===== src/rtl/dmem_ctrl.sv =====
// -----------------------------------------------------------------------------
// dmem_ctrl
//   Memory-stage data-access controller. Turns byte / halfword / word loads and
//   stores from the EX/MEM boundary into word-aligned, byte-enabled
//   transactions on a variable-latency req/ready RAM bus, and returns aligned,
//   sign/zero-extended load data. The pipeline is stalled until the access
//   completes.
//
//   state | meaning
//   ------+----------------------------------------------------------------
//   IDLE  | waiting for an access; misaligned accesses are rejected here
//   BUSY  | bus_req high, bus fields frozen, waiting for bus_ready/timeout
//   DONE  | one cycle with stall released so the pipeline advances
//
// Ports
//   clk         clock, rising edge
//   rst         asynchronous active-low reset
//   cpu_mem_w   store request (wins over cpu_mem_r when both are set)
//   cpu_mem_r   load request
//   cpu_addr    byte address
//   cpu_wdata   store data, right-justified
//   cpu_dmtype  000 word, 001 half, 010 half-u, 011 byte, 100 byte-u,
//               101..111 word
//   cpu_rdata   extended load data, valid in the DONE cycle, held afterwards
//   cpu_stall   pipeline freeze
//   cpu_err     one-cycle pulse on misalignment or timeout
//   bus_req     transaction request
//   bus_we      1 = write
//   bus_be      byte enables
//   bus_addr    word address
//   bus_wdata   lane-replicated store data
//   bus_rdata   read word, sampled with bus_ready
//   bus_ready   transaction completion
// -----------------------------------------------------------------------------
module dmem_ctrl #(
  parameter int unsigned TIMEOUT = 255,
  parameter int unsigned AW      = 32
) (
  input  logic          clk,
  input  logic          rst,
  input  logic          cpu_mem_w,
  input  logic          cpu_mem_r,
  input  logic [AW-1:0] cpu_addr,
  input  logic [31:0]   cpu_wdata,
  input  logic [2:0]    cpu_dmtype,
  output logic [31:0]   cpu_rdata,
  output logic          cpu_stall,
  output logic          cpu_err,
  output logic          bus_req,
  output logic          bus_we,
  output logic [3:0]    bus_be,
  output logic [AW-3:0] bus_addr,
  output logic [31:0]   bus_wdata,
  input  logic [31:0]   bus_rdata,
  input  logic          bus_ready
);

  typedef enum logic [1:0] {
    S_IDLE = 2'd0,
    S_BUSY = 2'd1,
    S_DONE = 2'd2
  } state_t;

  typedef enum logic [1:0] {
    SZ_WORD = 2'd0,
    SZ_HALF = 2'd1,
    SZ_BYTE = 2'd2
  } size_t;

  localparam logic [15:0] TO_LIMIT = 16'(TIMEOUT);

  state_t      state;
  logic [15:0] cnt;
  logic [15:0] cnt_inc;

  // attributes of the access in flight, needed to pick the read lane
  size_t       lat_size;
  logic        lat_unsigned;
  logic [1:0]  lat_off;

  // request decode
  logic        access;
  size_t       req_size;
  logic        req_unsigned;
  logic        misaligned;
  logic [3:0]  be_next;
  logic [31:0] wdata_next;

  // read lane extraction
  logic [7:0]  lane_byte;
  logic [15:0] lane_half;
  logic [31:0] load_data;

  assign access  = cpu_mem_w | cpu_mem_r;
  assign cnt_inc = cnt + 16'd1;

  always_comb begin
    req_size     = SZ_WORD;
    req_unsigned = 1'b0;
    case (cpu_dmtype)
      3'b001: req_size = SZ_HALF;
      3'b010: begin
        req_size     = SZ_HALF;
        req_unsigned = 1'b1;
      end
      3'b011: req_size = SZ_BYTE;
      3'b100: begin
        req_size     = SZ_BYTE;
        req_unsigned = 1'b1;
      end
      default: req_size = SZ_WORD;
    endcase
  end

  always_comb begin
    misaligned = 1'b0;
    case (req_size)
      SZ_HALF: misaligned = cpu_addr[0];
      SZ_BYTE: misaligned = 1'b0;
      default: misaligned = (cpu_addr[1:0] != 2'b00);
    endcase
  end

  // Sub-word store data is replicated across all lanes so the RAM only has
  // to honour the byte enables, whatever the offset.
  always_comb begin
    be_next    = 4'b1111;
    wdata_next = cpu_wdata;
    case (req_size)
      SZ_HALF: begin
        be_next    = 4'b0011 << cpu_addr[1:0];
        wdata_next = {2{cpu_wdata[15:0]}};
      end
      SZ_BYTE: begin
        be_next    = 4'b0001 << cpu_addr[1:0];
        wdata_next = {4{cpu_wdata[7:0]}};
      end
      default: begin
        be_next    = 4'b1111;
        wdata_next = cpu_wdata;
      end
    endcase
  end

  always_comb begin
    lane_byte = bus_rdata[7:0];
    case (lat_off)
      2'd1:    lane_byte = bus_rdata[15:8];
      2'd2:    lane_byte = bus_rdata[23:16];
      2'd3:    lane_byte = bus_rdata[31:24];
      default: lane_byte = bus_rdata[7:0];
    endcase
    lane_half = lat_off[1] ? bus_rdata[31:16] : bus_rdata[15:0];
  end

  always_comb begin
    load_data = bus_rdata;
    case (lat_size)
      SZ_HALF: load_data = lat_unsigned ? {16'h0000, lane_half}
                                        : {{16{lane_half[15]}}, lane_half};
      SZ_BYTE: load_data = lat_unsigned ? {24'h000000, lane_byte}
                                        : {{24{lane_byte[7]}}, lane_byte};
      default: load_data = bus_rdata;
    endcase
  end

  // The request cycle must stall combinationally so EX/MEM holds the access
  // while it is being launched. Gated by rst so the freeze drops the moment
  // reset is applied, even if the pipeline still presents a request.
  assign cpu_stall = rst & ((state == S_BUSY) |
                            ((state == S_IDLE) & access & ~misaligned));

  always_ff @(posedge clk or negedge rst) begin
    if (!rst) begin
      state        <= S_IDLE;
      cnt          <= '0;
      bus_req      <= 1'b0;
      bus_we       <= 1'b0;
      bus_be       <= '0;
      bus_addr     <= '0;
      bus_wdata    <= '0;
      cpu_rdata    <= '0;
      cpu_err      <= 1'b0;
      lat_size     <= SZ_WORD;
      lat_unsigned <= 1'b0;
      lat_off      <= 2'b00;
    end else begin
      cpu_err <= 1'b0;
      case (state)
        S_IDLE: begin
          if (access) begin
            if (misaligned) begin
              cpu_err   <= 1'b1;
              cpu_rdata <= '0;
            end else begin
              bus_req      <= 1'b1;
              bus_we       <= cpu_mem_w;
              bus_be       <= be_next;
              bus_addr     <= cpu_addr[AW-1:2];
              bus_wdata    <= wdata_next;
              lat_size     <= req_size;
              lat_unsigned <= req_unsigned;
              lat_off      <= cpu_addr[1:0];
              cnt          <= '0;
              state        <= S_BUSY;
            end
          end
        end

        S_BUSY: begin
          cnt <= cnt_inc;
          // ready on the final allowed cycle still counts as success
          if (bus_ready) begin
            bus_req <= 1'b0;
            if (!bus_we) begin
              cpu_rdata <= load_data;
            end
            state <= S_DONE;
          end else if (cnt_inc == TO_LIMIT) begin
            bus_req   <= 1'b0;
            cpu_rdata <= '0;
            cpu_err   <= 1'b1;
            state     <= S_DONE;
          end
        end

        // The request is still on the inputs here; it is deliberately not
        // relaunched because the pipeline retires it on this edge.
        S_DONE: state <= S_IDLE;

        default: state <= S_IDLE;
      endcase
    end
  end

endmodule


===== config.mk =====
export PLATFORM = sky130hd
export DESIGN_NAME = dmem_ctrl
export DESIGN_NICKNAME = d
export VERILOG_FILES = /design/src/rtl/dmem_ctrl.sv
export SDC_FILE = /design/constraint.sdc
export NUM_CORES = 1
export LEC_CHECK = 0
export ABC_AREA = 0
export BUFFER_PORTS_ARGS = -buffer_cell sky130_fd_sc_hd__buf_2
export CORE_AREA = 2 2 147 106
export CTS_CLUSTER_DIAMETER = 30
export DETAILED_ROUTE_END_ITERATION = 8
export DIE_AREA = 0 0 149 108
export PLACE_DENSITY = 0.76
export SLEW_MARGIN = 10
export SYNTH_ARGS = -nofsm -noshare
export SYNTH_HDL_FRONTEND = slang
export SYNTH_SLANG_ARGS = --single-unit

===== constraint.sdc =====
create_clock -name clk -period 2.3 [get_ports clk]
set_input_delay 0.46 -clock clk [delete_from_list [all_inputs] [get_ports clk]]
set_output_delay 0.46 -clock clk [all_outputs]
set_load 0.01 [all_outputs]

==> summary.txt <==
Timing
  – Max_slew headroom: 0.407
  – Setup Viol. Count Final: 0
  – Worst Skew: 7.08 ps
  – Tightest Pin Transition: 888 ps
  – Share of the cycle needed by the critical path after routing: 0.990
  – Min cycle time layout: 2280 ps
  – Fmax: 0.439 GHz
  – Final Hold Fails: 0
  – Hold slack final: 189 ps
  – Unrepaired setup endpoints after global routing: true
  – Slew Limit Fails: 0

Clock tree
  – Clock Path Buffers: 2
  – Clock Pin Slew Worst Setup and Hold Paths: 50 ps
  – Clk sink count: around 120
  – Total CTS buffers: 17
  – Worst-skew pair later-pin latency: 420 ps
  – H-Tree Depth: 4
  – CTS root buf: clkbuf_16
  – CTS tree: done

Layout
  – Filler Cell Count: 1,264
  – Cell area after layout: 9050 um2
  – Ratio of cells with drive above 1 in the final layout: 0.316
  – Non-filler cells, final: 1,227
  – Final net count: 1,129
  – Layout area overhead: 33.1%

Global route
  – Number of global-route vias before repair: 6,338
  – Largest net degree at the start of global routing: 125
  – Initial antenna violation count: 1
  – Grt total ovfl: 0
  – Total track usage: 0.256
  – First-pass GRT wire length: 32,500 um

Critical path
  – Reg-to-reg critical path startpoint: cnt[7]
  – RR Endpoint: cpu_rdata[28]
  – Reg2reg path depth: 7
  – CP Max Fanout: 4
  – Critical Path Sink Type: output port
  – Critical Path Start Type: input pin
  – Setup slack, reg-to-reg: 100 ps
  – Arr. time, crit path: 1820 ps
  – CP Class: input pin to output port
  – CP required: 1840 ps
  – Critical Path Source: cpu_dmtype[1]

Synth
  – Synth Register Bits: between 100 and 150
  – EDFF count, synth: 0
  – Synth Warn #: 0
  – Register area share after synthesis: 0.457
  – Mapped Cells: 798
  – Ys async rst share: 1.00
  – Netlist cell types: 55
  – Avg Synthesized Cell Area: roughly 8.5 um2
  – Primary FF master, synth: dfrtp_1
  – Top cell type by total area after synthesis: dfrtp_1
  – Synthesized cell area: 6800 um2
  – Post-synthesis net count: 909
  – Synth top area cells: dfrtp_1, nand2_1, a221oi_1
  – Top-area cell type share of the netlist area: 0.457

Detailed routing
  – Iteration-0 DRC count of the detailed router: 586
  – Via count: 6,892
  – DR vias/cell: 5.62
  – Post-DR wirelength/cell: 16.6 um
  – Antenna viol nets, final: 0
  – DRT Wirelength: 20,300 um
  – DRC: 0
  – DRT Pass-1 Iters: 6

Place
  – DP HPWL: 14,300 um
  – Placer Congestion: between 0.8 and 0.9
  – IO buf count: between 200 and 250
  – Post-placement cell count: 1,189
  – Placement Cell Area: 8340 um2

Pwr
  – P_sw: ~4.2 mW
  – Maximum vdd ir drop: approximately 0.00065 V
  – P_int: approximately 6.5 mW
  – Power per cell area: 1190 nW/um2
  – Seq pwr share: 0.345
  – Clock share of power: 0.251
  – Logic pwr share: 0.404
  – Leakage: 4.60 nW
  – Pwr Total: 10.8 mW
  – Sw Ratio: 0.394

Floorplanning
  – Die height: 108 um
  – Die area: 16,100 um2
  – # IOs: 206
  – Row count: 37
  – Core area: between 10,000 and 15,000 um2
  – DIE WIDTH: 149 um
  – Initial Utilization: 0.468

Status
  – Status: finished clean

Run
  – Max Cap Viol: 0

Hold path
  – Hold Crit Class: input pin to async pin
-- layout by cell type, fill, tap and decap left out, types with 25 or more instances in the layout --
cell	Yosys	layout
a21oi_1	27	25
a221oi_1	36	36
a22oi_1	26	26
buf_2	18	202
buf_4	1	52
dfrtp_1	124	123
nand2_1	192	192
nor2_1	61	55
nor3_1	41	41
o21ai_0	56	56
-- critical path, cell delays in order --
cell     delay [ps]
buf_8           100
xnor2_2         150
nor2_2           50
ha_1            320
a21oi_2         110
buf_4           140
nor2_4           50
nor2b_4         130
nor2_2           60
nor2b_1         100
buf_2           130
-- flip-flops by register name, summed over array words and instances (netlist names), 2 cells and up --
register,cells
state,2
bus_wdata,32
bus_be,4
cnt,16
lat_size,2
cpu_rdata,32
lat_off,2
bus_addr,30
-- worst max-delay path by stage --
stage | to | depth (start not counted)
finish | cpu_stall | 11
global route | cpu_stall | 11
CTS | cpu_stall | 12
detailed placement | cpu_rdata[31] | 12
global placement | cpu_rdata[19] | 11
floorplan | cpu_stall | 9
-- power by group through the flow --
stage	combinational [mW]	sequential, mW	clock, mW
after global routing	4.80	3.82	2.86
after detailed placement	4.32	3.69	0
after floorplan	2.06	3.99	0
after global placement	4.21	3.69	0
final	4.34	3.71	2.70
after CTS	4.33	3.70	2.75
-- synth_stat cells (2+ instances only) --
library cell  number
and3b_1            2
and4_1             2
buf_6              2
dfrtp_1          124
ha_1               7
nand2b_1           3
nor2b_1            9
mux2i_1           18
nand2_1          192
a222oi_1           7
nor2_1            61
o21ai_0           56
o31ai_1            9
clkbuf_1          38
or2_2              3
nand3b_1           2
o21ai_1            2
nand4_2            2
o211ai_1           3
a221oi_1          36
nor4_2             2
a21boi_0           2
xor2_1             3
inv_1             16
nor3_1            41
a31oi_1            3
mux2_2             2
a21oi_1           27
buf_1              5
buf_2             18
a22o_1             4
a2bb2oi_1          9
a22oi_1           26
nand3_1           16
xnor2_1            5
and2_1            18
and3_1             4
nand4_1            2
-- layout make-up --
type	count	area, um2	share of cell area
clock buffer	17	425	0.0470
multi-input combinational	594	3440	0.380
sequential	124	3100	0.343
clock inverter	15	165	0.0183
antenna	1	2.50	0.000277
tap	195	244	0.0270
inverter	16	60.1	0.00664
timing repair buffer	265	1610	0.178
-- repair_timing --
action	in CTS	in global routing
buffers inserted	2	3
endpoints found under the setup margin	16	35
gates resized for setup	4	14
pin swaps	2	6
hold buffers	0	0
gates cloned	0	0
-- layer usage --
metal | up-vias | GRT usage | share of wire
li1 | 3266 | - | -
met2 | 314 | 0.383 | 0.45
met3 | 16 | 0.0840 | 0.095
met5 | - | 0 | 0
met4 | 0 | 0.0565 | 0.0081
met1 | 3296 | 0.363 | 0.45
-- per-stage QoR --
step	utilization	worst slack, ps	TNS, ps
2_1_floorplan	-	35.0	0
3_3_place_gp	0.574	-133	-2440
3_5_place_dp	0.574	-235	-4930
4_1_cts	0.616	-52.9	-52.9
5_1_grt	0.622	-74.2	-74.2
6_report	0.622	22.2	0
-- kinds of logic (layout without fill, tap and decap cells) --
logic type | Yosys count | in the layout | share of synthesized area
flops | 124 | 124 | 0.457
other cells | 0 | 1 | 0
mux | 22 | 22 | 0.0348
simple gates | 366 | 366 | 0.242
fa+ha+maj | 7 | 7 | 0.0129
compound gates | 191 | 191 | 0.193
xor+xnor | 8 | 8 | 0.0103
buf+inv | 80 | 313 | 0.0503
No activity file was read; power rests on OpenSTA's default activity.
